**src/rtl/sprite_compositor.sv**
```systemverilog
// sprite_compositor: multi-object rectangle compositor for the pong SoC.
// CPU writes object attributes into shadow registers. Frame start commits
// them to the active set. A two-stage pipeline (hit test, then priority and
// colour) turns the VGA counters into rgb_out. Collisions between object 0
// and every other object are accumulated over each frame.
module sprite_compositor #(
  parameter int          NUM_OBJ  = 4,
  parameter int          IDX_W    = 4,
  parameter int          COORD_W  = 12,
  parameter int          CNT_W    = 14,
  parameter logic [11:0] BG_COLOR = 12'h000
) (
  input  logic               pxClk,
  input  logic               rst,
  input  logic [CNT_W-1:0]   hCntr,
  input  logic [CNT_W-1:0]   vCntr,
  input  logic               frame_start,
  input  logic               obj_wr_en,
  input  logic [IDX_W-1:0]   obj_wr_idx,
  input  logic [COORD_W-1:0] obj_wr_x,
  input  logic [COORD_W-1:0] obj_wr_y,
  input  logic [COORD_W-1:0] obj_wr_w,
  input  logic [COORD_W-1:0] obj_wr_h,
  input  logic [11:0]        obj_wr_color,
  input  logic               obj_wr_vis,
  output logic [11:0]        rgb_out,
  output logic               hit_valid,
  output logic [IDX_W-1:0]   hit_idx,
  output logic [NUM_OBJ-1:0] collide,
  output logic               collide_valid
);

  // Right/bottom edges need one extra bit so x+w never wraps; comparisons
  // are done at a width that holds both that sum and the counters.
  localparam int SUM_W = COORD_W + 1;
  localparam int CMP_W = (CNT_W > SUM_W) ? CNT_W : SUM_W;
  localparam logic [IDX_W:0] NUM_OBJ_L = (IDX_W+1)'(NUM_OBJ);

  logic [COORD_W-1:0] r_sh_x   [NUM_OBJ];
  logic [COORD_W-1:0] r_sh_y   [NUM_OBJ];
  logic [COORD_W-1:0] r_sh_w   [NUM_OBJ];
  logic [COORD_W-1:0] r_sh_h   [NUM_OBJ];
  logic [11:0]        r_sh_col [NUM_OBJ];
  logic [NUM_OBJ-1:0] r_sh_vis;

  logic [COORD_W-1:0] r_ac_x   [NUM_OBJ];
  logic [COORD_W-1:0] r_ac_y   [NUM_OBJ];
  logic [COORD_W-1:0] r_ac_w   [NUM_OBJ];
  logic [COORD_W-1:0] r_ac_h   [NUM_OBJ];
  logic [11:0]        r_ac_col [NUM_OBJ];
  logic [NUM_OBJ-1:0] r_ac_vis;

  logic [NUM_OBJ-1:0] w_hit;
  logic [NUM_OBJ-1:0] r_hit_p1;
  logic [11:0]        r_col_p1 [NUM_OBJ];

  logic               w_win_vld;
  logic [IDX_W-1:0]   w_win_idx;
  logic [11:0]        w_win_col;

  logic [NUM_OBJ-1:0] w_coll_set;
  logic [NUM_OBJ-1:0] r_acc;

  logic               w_wr_ok;
  assign w_wr_ok = obj_wr_en && ({1'b0, obj_wr_idx} < NUM_OBJ_L);

  // Shadow register file: CPU writes land here, out-of-range indices dropped.
  always_ff @(posedge pxClk or negedge rst) begin
    if (!rst) begin
      for (int k = 0; k < NUM_OBJ; k++) begin
        r_sh_x[k]   <= '0;
        r_sh_y[k]   <= '0;
        r_sh_w[k]   <= '0;
        r_sh_h[k]   <= '0;
        r_sh_col[k] <= '0;
      end
      r_sh_vis <= '0;
    end else if (w_wr_ok) begin
      for (int k = 0; k < NUM_OBJ; k++) begin
        if (obj_wr_idx == IDX_W'(k)) begin
          r_sh_x[k]   <= obj_wr_x;
          r_sh_y[k]   <= obj_wr_y;
          r_sh_w[k]   <= obj_wr_w;
          r_sh_h[k]   <= obj_wr_h;
          r_sh_col[k] <= obj_wr_color;
          r_sh_vis[k] <= obj_wr_vis;
        end
      end
    end
  end

  // Active register file: copied from the pre-edge shadow only at frame start.
  always_ff @(posedge pxClk or negedge rst) begin
    if (!rst) begin
      for (int k = 0; k < NUM_OBJ; k++) begin
        r_ac_x[k]   <= '0;
        r_ac_y[k]   <= '0;
        r_ac_w[k]   <= '0;
        r_ac_h[k]   <= '0;
        r_ac_col[k] <= '0;
      end
      r_ac_vis <= '0;
    end else if (frame_start) begin
      for (int k = 0; k < NUM_OBJ; k++) begin
        r_ac_x[k]   <= r_sh_x[k];
        r_ac_y[k]   <= r_sh_y[k];
        r_ac_w[k]   <= r_sh_w[k];
        r_ac_h[k]   <= r_sh_h[k];
        r_ac_col[k] <= r_sh_col[k];
      end
      r_ac_vis <= r_sh_vis;
    end
  end

  // Per-object rectangle test against the current counters.
  for (genvar g = 0; g < NUM_OBJ; g++) begin : g_hit
    logic [SUM_W-1:0] w_xe;
    logic [SUM_W-1:0] w_ye;
    assign w_xe = {1'b0, r_ac_x[g]} + {1'b0, r_ac_w[g]};
    assign w_ye = {1'b0, r_ac_y[g]} + {1'b0, r_ac_h[g]};
    assign w_hit[g] = r_ac_vis[g] && (r_ac_w[g] != '0) && (r_ac_h[g] != '0) &&
                      (CMP_W'(hCntr) >= CMP_W'(r_ac_x[g])) && (CMP_W'(hCntr) < CMP_W'(w_xe)) &&
                      (CMP_W'(vCntr) >= CMP_W'(r_ac_y[g])) && (CMP_W'(vCntr) < CMP_W'(w_ye));
  end

  // ---- stage 1: register hit vector with the colours it was tested against
  always_ff @(posedge pxClk or negedge rst) begin
    if (!rst) begin
      r_hit_p1 <= '0;
      for (int k = 0; k < NUM_OBJ; k++) r_col_p1[k] <= '0;
    end else begin
      r_hit_p1 <= w_hit;
      for (int k = 0; k < NUM_OBJ; k++) r_col_p1[k] <= r_ac_col[k];
    end
  end

  // Fixed priority: scanning down so the lowest-index hit is the last to win.
  always_comb begin
    w_win_vld = 1'b0;
    w_win_idx = '0;
    w_win_col = BG_COLOR;
    for (int k = NUM_OBJ - 1; k >= 0; k--) begin
      if (r_hit_p1[k]) begin
        w_win_vld = 1'b1;
        w_win_idx = IDX_W'(k);
        w_win_col = r_col_p1[k];
      end
    end
  end

  // ---- stage 2: registered composited output
  always_ff @(posedge pxClk or negedge rst) begin
    if (!rst) begin
      rgb_out   <= BG_COLOR;
      hit_valid <= 1'b0;
      hit_idx   <= '0;
    end else begin
      rgb_out   <= w_win_col;
      hit_valid <= w_win_vld;
      hit_idx   <= w_win_idx;
    end
  end

  // Ball (object 0) against every other object; bit 0 can never set.
  assign w_coll_set = r_hit_p1[0] ? {r_hit_p1[NUM_OBJ-1:1], 1'b0} : '0;

  // Sticky per-frame collision accumulator, latched and cleared at frame start.
  always_ff @(posedge pxClk or negedge rst) begin
    if (!rst) begin
      r_acc         <= '0;
      collide       <= '0;
      collide_valid <= 1'b0;
    end else if (frame_start) begin
      collide       <= r_acc | w_coll_set;
      r_acc         <= '0;
      collide_valid <= 1'b1;
    end else begin
      r_acc         <= r_acc | w_coll_set;
      collide_valid <= 1'b0;
    end
  end

endmodule

```
**config.mk**
```make
export PLATFORM = sky130hd
export DESIGN_NAME = sprite_compositor
export DESIGN_NICKNAME = d
export VERILOG_FILES = /design/src/rtl/sprite_compositor.sv
export SDC_FILE = /design/constraint.sdc
export NUM_CORES = 1
export LEC_CHECK = 0
export CORE_UTILIZATION = 52
export CTS_BUF_LIST = sky130_fd_sc_hd__clkbuf_8
export CTS_CLUSTER_DIAMETER = 100
export CTS_CLUSTER_SIZE = 25
export DETAILED_ROUTE_END_ITERATION = 7
export PLACE_DENSITY = 0.76
export SLEW_MARGIN = 20
export SYNTH_ARGS = -nofsm -noshare
export SYNTH_HDL_FRONTEND = slang
export SYNTH_SLANG_ARGS = --single-unit
```
**constraint.sdc**
```tcl
create_clock -name pxClk -period 4.8 [get_ports pxClk]
set_input_delay 0.48 -clock pxClk [delete_from_list [all_inputs] [get_ports pxClk]]
set_output_delay 0.48 -clock pxClk [all_outputs]
set_load 0.05 [all_outputs]
```
==> results of run 1 <==
==> synthesized netlist by cell type, types with 19 or more instances <==
cell	instances	area, µm²
nand2_1	162	608
nor4_1	27	169
xor2_1	49	429
nand3_1	30	150
clkbuf_1	35	131
mux2_2	148	1670
nor2_1	63	236
nor3_1	22	110
o21ai_1	92	460
o21ai_0	70	350
a21oi_1	116	581
ha_1	288	3600
buf_2	28	140
a21o_1	46	345
mux2_1	248	2790
inv_1	127	477
a31oi_1	23	144
xnor2_1	29	254
o21a_1	19	143
dfrtp_1	562	14100
==> power breakdown <==
group          switching, µW  total [µW]  internal (µW)
logic                   2650        4970           2320
registers                732        6570           5840
clock network           1470        2140            669
==> routing by layer <==
| layer | track usage (%) | vias to the layer above |
|---|---|---|
| li1 | - | 8672 |
| met1 | 31.5 | 9558 |
| met2 | 42.8 | 338 |
| met3 | 2.36 | 113 |
| met4 | 7.33 | 0 |
| met5 | 0 | - |
==> stage by stage <==
step / setup slack (ns) / utilization, % / std cells / instance area [µm²]
after detailed placement: 1.11 / 56.4 / 3140 / 30400
final: 1.01 / 57.4 / 3182 / 30900
after floorplan: 1.52 / - / 2385 / 28500
after global placement: 1.18 / 56.4 / 3140 / 30400
after CTS: 1.07 / 57.4 / 3179 / 30900
after global routing: 0.757 / 57.4 / 3181 / 30900
==> state kept, by name, summed over array words and instances, names as in the netlist, 2 cells and up <==
signal,flops
r_ac_vis,4
r_sh_x,48
r_ac_h,48
r_sh_vis,4
r_acc,3
hit_idx,2
r_sh_w,48
r_ac_y,48
collide,3
rgb_out,12
r_col_p1,48
r_sh_y,48
r_ac_x,48
r_sh_h,48
r_ac_col,48
r_hit_p1,4
r_sh_col,48
r_ac_w,48
==> area by class of cell <==
class	instances	area (µm²)	area share [%]
antenna	3	7.51	0.0243
clock inverter	7	98.8	0.320
multi-input combinational	1621	13600	44.0
sequential	562	14100	45.5
timing repair buffer	135	1360	4.41
tap	696	871	2.82
clock buffer	31	427	1.38
inverter	127	477	1.54
==> cell usage in the layout, fill, tap and decap left out, drive strengths merged, types with 10 or more instances in the layout <==
cell / n
nand2b: 18
o21bai: 13
dfrtp: 562
a31oi: 23
nand4: 11
nor3: 22
nand2: 162
o21ai: 163
xnor2: 29
o31a: 11
inv: 130
a22oi: 13
a21oi: 116
o21a: 19
nor2b: 12
mux2: 396
nor4: 27
nand3: 30
clkdlybuf4s50: 113
clkbuf: 31
a21o: 47
nor2: 63
a211oi: 10
ha: 288
xor2: 49
buf: 21
==> worst max-delay path, cell delays in order (launching register included) <==
cell      delay, ns
dfrtp_1        0.43
ha_1           0.23
fa_1           0.41
a21o_1         0.18
a21oi_1        0.24
o21ai_1        0.14
o31a_1         0.27
a21boi_1       0.27
o21a_1         0.18
ha_1           0.25
a22oi_1        0.17
nand4_1        0.13
a31oi_1        0.21
o211ai_1       0.12
a211o_1        0.29
a211oi_1       0.19
==> cell families (layout without fill, tap and decap cells) <==
kind of cell,count (synthesis),after routing,synth area share [%]
buf+inv,202,300,2.83
other cells,1,6,0.0132
fa+ha+maj,296,296,13.2
simple gates,383,383,6.32
xor+xnor,78,78,2.40
flops,562,562,49.4
mux,396,396,15.7
compound gates,465,465,10.1
==> final timing paths <==
kind	from	end	cells past startpoint	slack, ns
min in group asynchronous	rst	r_ac_w[25]	2	0.44
max in group asynchronous	rst	r_sh_h[27]	3	3.13
worst max-delay path	r_ac_y[12]	r_hit_p1[2]	15	1.01
worst min-delay path	frame_start	r_acc[3]	2	0.31
worst max register to register	r_ac_y[12]	r_hit_p1[2]	15	1.01
worst min register to register	r_ac_col[42]	r_col_p1[42]	0	0.39
==> repair_timing <==
item,CTS,global route
endpoints found under the hold margin,100,0
hold buffers,1,0
buffers inserted,0,0
==> summary.txt, run 1 <==
Pwr
  • Total power: 13700 µW
  • Pleak: about 0.014 µW
  • P per Cell Area: 442 nW/µm²
  • Worst-case vdd ir drop: 0.314 mV

Min path
  • Hold Crit Class: primary input to register

Layout
  • Layout cells sized above 1: 8.82%
  • Fill count: approximately 4400
  • Nets@finish: 2868
  • P&R area growth vs syn: 8.72%

STA
  • Setup violators final: 0
  • Worst Skew: roughly 0.037 ns
  • RSZ-0062 raised after global routing: false
  • Max-Slew Margin vs Limit: 27.1%
  • Period Utilization, post-route: 78.9%
  • Fmax: 0.264 GHz
  • Final hold slack: approximately 0.3 ns
  • Slew @ Worst Pin: 1.09 ns
  • Crit path time final: 3.79 ns
  • Final hold vios: 0
  • Final Max Tran Viols: 0
  • Setup TNS after final layout: 0 ns

Worst setup path
  • Startpoint Class: register
  • CP required: 5.40 ns
  • Worst-path fanout max: 3
  • Arrival @ worst endpoint: around 4.4 ns
  • Crit Path Category: register to register
  • Critical path capture point type: register

Global route
  • Overall Global Routing Usage: between 20 and 25%
  • Vias in the first global route: 19721
  • Number of antenna violations at the first check in global routing: 2
  • Largest net degree at the start of global routing: 155
  • First-pass GRT wire length: 107000 µm
  • Grt ovf: 0

Placement
  • Buffers on Ports: about 120
  • Gpl congestion: 0.957
  • Post-detail-place hpwl: 48600 µm

Route
  • M1 wire length: slightly below 30000 µm
  • Routed Antenna Nets: 0
  • Metal3 WL: 2070 µm
  • Router iterations before antenna repair: 5
  • DR iter-0 viols: 1123
  • Met2 WL: 33300 µm
  • Mean routed wirelength per cell: 20.9 µm
  • Vias per inst: 5.87
  • DRC viols: 0
  • DR top layer: met4
  • Vias: ~19000
  • Final wirelength: 66600 µm

Floorplan
  • Core Region: 53900 µm²
  • I/O Pins: roughly 120
  • Die X-Extent: 236 µm
  • Die Area: 55700 µm²
  • Initial core utilization: 52.8%
  • Die H: 236 µm
  • Row cnt: 85

Logic synthesis
  • Top FF cell, synth: dfrtp_1
  • Yosys reg bits: roughly 560
  • Syn Std Cell Area: 28500 µm²
  • Seq/Total Area, Yosys: between 40 and 50%
  • Distinct cell type count of the synthesized netlist: between 60 and 70
  • Syn. warnings: 0
  • Async S/R FF share, synth: 100%
  • Post-Syn Instances: 2383
  • Post-synth EDFFs: 0
  • Synth Area per Inst: between 10 and 15 µm²

CTS
  • Skew-Pair Late Insertion Delay: 0.68 ns
  • Clk pin slew, worst setup/hold paths: 0.14 ns
  • Root Buffer Master: clkbuf_8
  • CTS Sinks: around 560
  • Clock Tree Buf Depth: 3
  • CTS tree: done
  • Post-cts sizing count: 0
  • Cts bufs inserted: 28
  • H-tree depth: 1

Job
  • Max_cap viols: 0

Outcome
  • Outcome: finished, final reports clean
Power figures use the tool's default switching activity.
==> run 2, diff against run 1 <==
- clock period: 4.8 -> 3.6 ns (I/O delays scaled with it)
==> summary.txt, run 2 (synthesis gave the netlist of run 1 again) <==
Worst setup path
  • CP top delay family: compound AO/OA/AOI/OAI gates (unchanged)
  • Critical path capture point type: register (unchanged)
  • Worst r2r path cells: 15 (unchanged)
  • Slowest CP cell: a2111oi_4 (was dfrtp_1)
  • Startpoint Class: register (unchanged)
  • Critical Path Stages: 15 (unchanged)
  • Crit path largest cell delay: 0.50 ns (was 0.43 ns)
  • Arrival @ worst endpoint: 4.10 ns (was 4.39 ns)
  • Worst R2R Start: r_ac_h[1] (was r_ac_y[12])
  • Crit Path Category: register to register (unchanged)
  • R2r setup slk: 0.11 ns (was 1.01 ns)
  • Crit path buffers/inverters: 1 (was 0)
  • Worst-path fanout max: 4 (was 3)
  • Worst r2r dst: r_hit_p1[3] (was r_hit_p1[2])
  • Crit path cell chain: ha_1 > a21oi_2 > o21ai_2 > a2111oi_4 > buf_4 > o31ai_1 > a21oi_1 > xor2_1 > ha_1 > a21oi_1 > o21a_1 > o21ai_0 > a2111oi_2 > nand3_1 > a211oi_2 (was ha_1 > fa_1 > a21o_1 > a21oi_1 > o21ai_1 > o31a_1 > a21boi_1 > o21a_1 > ha_1 > a22oi_1 > nand4_1 > a31oi_1 > o211ai_1 > a211o_1 > a211oi_1)
  • CP required: 4.22 ns (was 5.40 ns)

Pwr
  • Sw frac: 35.7% (was 35.5%)
  • Worst-case vdd ir drop: 0.448 mV (was 0.314 mV)
  • Internal power: 11900 µW (was 8830 µW)
  • Combinational share of power: 37.5% (was 36.3%)
  • Pleak: 0.0146 µW (was 0.0143 µW)
  • Seq pwr share: 47.4% (was 48.0%)
  • Psw: 6630 µW (was 4850 µW)
  • Clock share of power: 15.1% (was 15.6%)
  • P per Cell Area: 587 nW/µm² (was 442 nW/µm²)

CTS
  • Root Buffer Master: clkbuf_8 (unchanged)
  • Cts bufs inserted: 28 (unchanged)
  • H-tree depth: 1 (unchanged)
  • Clock Tree Buf Depth: 3 (unchanged)
  • CTS Sinks: 562 (unchanged)
  • CTS tree: done (unchanged)
  • Skew-Pair Late Insertion Delay: 0.70 ns (was 0.68 ns)
  • Clk pin slew, worst setup/hold paths: 0.16 ns (was 0.14 ns)

STA
  • Period Utilization, post-route: 96.9% (was 78.9%)
  • Worst Skew: 0.0312 ns (was 0.0368 ns)
  • Setup violators final: 0 (unchanged)
  • Setup TNS after final layout: 0 ns (unchanged)
  • Fmax: 0.287 GHz (was 0.264 GHz)
  • Final hold vios: 0 (unchanged)
  • RSZ-0062 raised after global routing: true (was false)
  • Final Max Tran Viols: 0 (unchanged)
  • Max-Slew Margin vs Limit: 30.0% (was 27.1%)
  • Slew @ Worst Pin: 1.05 ns (was 1.09 ns)
  • Crit path time final: 3.49 ns (was 3.79 ns)

Layout
  • Most frequent cells in the layout: dfrtp_1, ha_1, mux2_1 (unchanged)
  • Sequential cell area: 14100 µm² (about the same)
  • Final Instance Area: 31600 µm² (was 30900 µm²)
  • Final Non-Filler Cells: 3233 (was 3182)
  • Layout cells sized above 1: 12.1% (was 8.82%)
  • P&R area growth vs syn: 11.0% (was 8.72%)
  • Nets@finish: 2922 (was 2868)
  • Multi-input gate area: 13800 µm² (was 13600 µm²)
  • Commonest non-fill, non-tap cell in the layout: dfrtp_1 (unchanged)
  • Fill count: 4376 (was 4363)

Floorplan
  • I/O Pins: 119 (unchanged)
  • Die H: 236 µm (unchanged)
  • Die X-Extent: 236 µm (unchanged)
  • Core Region: 53900 µm² (unchanged)
  • Row cnt: 85 (unchanged)
  • Die Area: 55700 µm² (unchanged)
  • Initial core utilization: 52.8% (unchanged)

Placement
  • DP Area: 30700 µm² (was 30400 µm²)
  • Post-detail-place hpwl: 50400 µm (was 48600 µm)
  • Gpl congestion: 0.912 (was 0.957)
  • Buffers on Ports: 115 (unchanged)
  • Placed Cells incl. Taps: 3173 (was 3140)

Global route
  • Largest net degree at the start of global routing: 110 (was 155)
  • First-pass GRT wire length: 110000 µm (was 107000 µm)
  • Overall Global Routing Usage: 25.0% (was 24.3%)
  • Grt ovf: 0 (unchanged)
  • Number of antenna violations at the first check in global routing: 2 (unchanged)
  • Vias in the first global route: 19953 (was 19721)

Job
  • Max_cap viols: 0 (unchanged)

Route
  • Router iterations before antenna repair: 5 (unchanged)
  • Routed Antenna Nets: 0 (unchanged)
  • Vias: 18944 (was 18681)
  • DRC viols: 0 (unchanged)
  • Vias per inst: 5.86 (was 5.87)
  • DR iter-0 viols: 1076 (was 1123)
  • Mean routed wirelength per cell: 21.1 µm (was 20.9 µm)
  • Final wirelength: 68300 µm (was 66600 µm)

Outcome
  • Outcome: finished, final reports clean (unchanged)

Min path
  • Hold Crit Class: primary input to async pin (was primary input to register)
## run 2: cell types whose count changed in the layout (fill, tap and decap cells not counted), moves of 5 or more
| cell | change |
|---|---|
| buf_4 | +46 |
| a21oi_1 | -13 |
| a21oi_2 | +13 |
| buf_12 | +7 |
| ha_1 | -5 |
## run 2: through the flow
stage,utilization [%],setup WS (ns),total power (µW),hold slack (ns)
6_report,58.6,0.113,18500,0.296
5_1_grt,58.6,-0.0387,19900,0.299
4_1_cts,58.0,0.0247,18400,0.296
3_5_place_dp,57.0,-0.148,15600,0.359
3_3_place_gp,57.0,0.00370,15200,0.356
2_1_floorplan,-,0.316,13400,0.0644
## run 2: worst max path at each step
stage / start / slack (ns) / end
after floorplan: r_ac_y[12] / 0.32 / r_hit_p1[2]
after global placement: r_ac_y[12] / 0.004 / r_hit_p1[2]
after detailed placement: r_ac_y[12] / -0.15 / r_hit_p1[2]
after CTS: r_ac_y[0] / 0.02 / r_hit_p1[3]
after global routing: r_ac_w[0] / -0.04 / r_hit_p1[3]
final: r_ac_h[1] / 0.11 / r_hit_p1[3]
## run 2: repair_timing
action                     4_1_cts  5_1_grt
hold buffers                     2        0
hold endpoints to repair        72        0
buffers inserted                 1       19
pin swaps                        1       34
setup endpoints to repair        3        4
gates resized for setup          5       36
## run 2: final cells by class
class | instances | area share [%]
diodes | 1 | 0.00792
clock inverters | 9 | 0.404
flip-flops and latches | 562 | 44.5
clock buffers | 28 | 1.22
inverters | 127 | 1.51
multi-input cells | 1621 | 43.7
well taps | 696 | 2.76
repair buffers | 189 | 5.89
## run 2: power groups by stage
| stage | Sequential [µW] | Combinational [µW] | Clock (µW) |
|---|---|---|---|
| 5_1_grt | 8960 | 7820 | 3120 |
| 2_1_floorplan | 8560 | 4840 | 0 |
| 4_1_cts | 8780 | 6730 | 2910 |
| 3_5_place_dp | 8920 | 6680 | 0 |
| 3_3_place_gp | 8830 | 6390 | 0 |
| 6_report | 8780 | 6950 | 2810 |
## run 2: metal layers
layer  track usage (%)  wire, µm  vias to the layer above
met2              43.9     34500                      324
li1                  -         -                     8783
met5                 0        13                        -
met3              2.01      2410                      101
met1              33.4     29700                     9734
met4              6.44      1700                        2
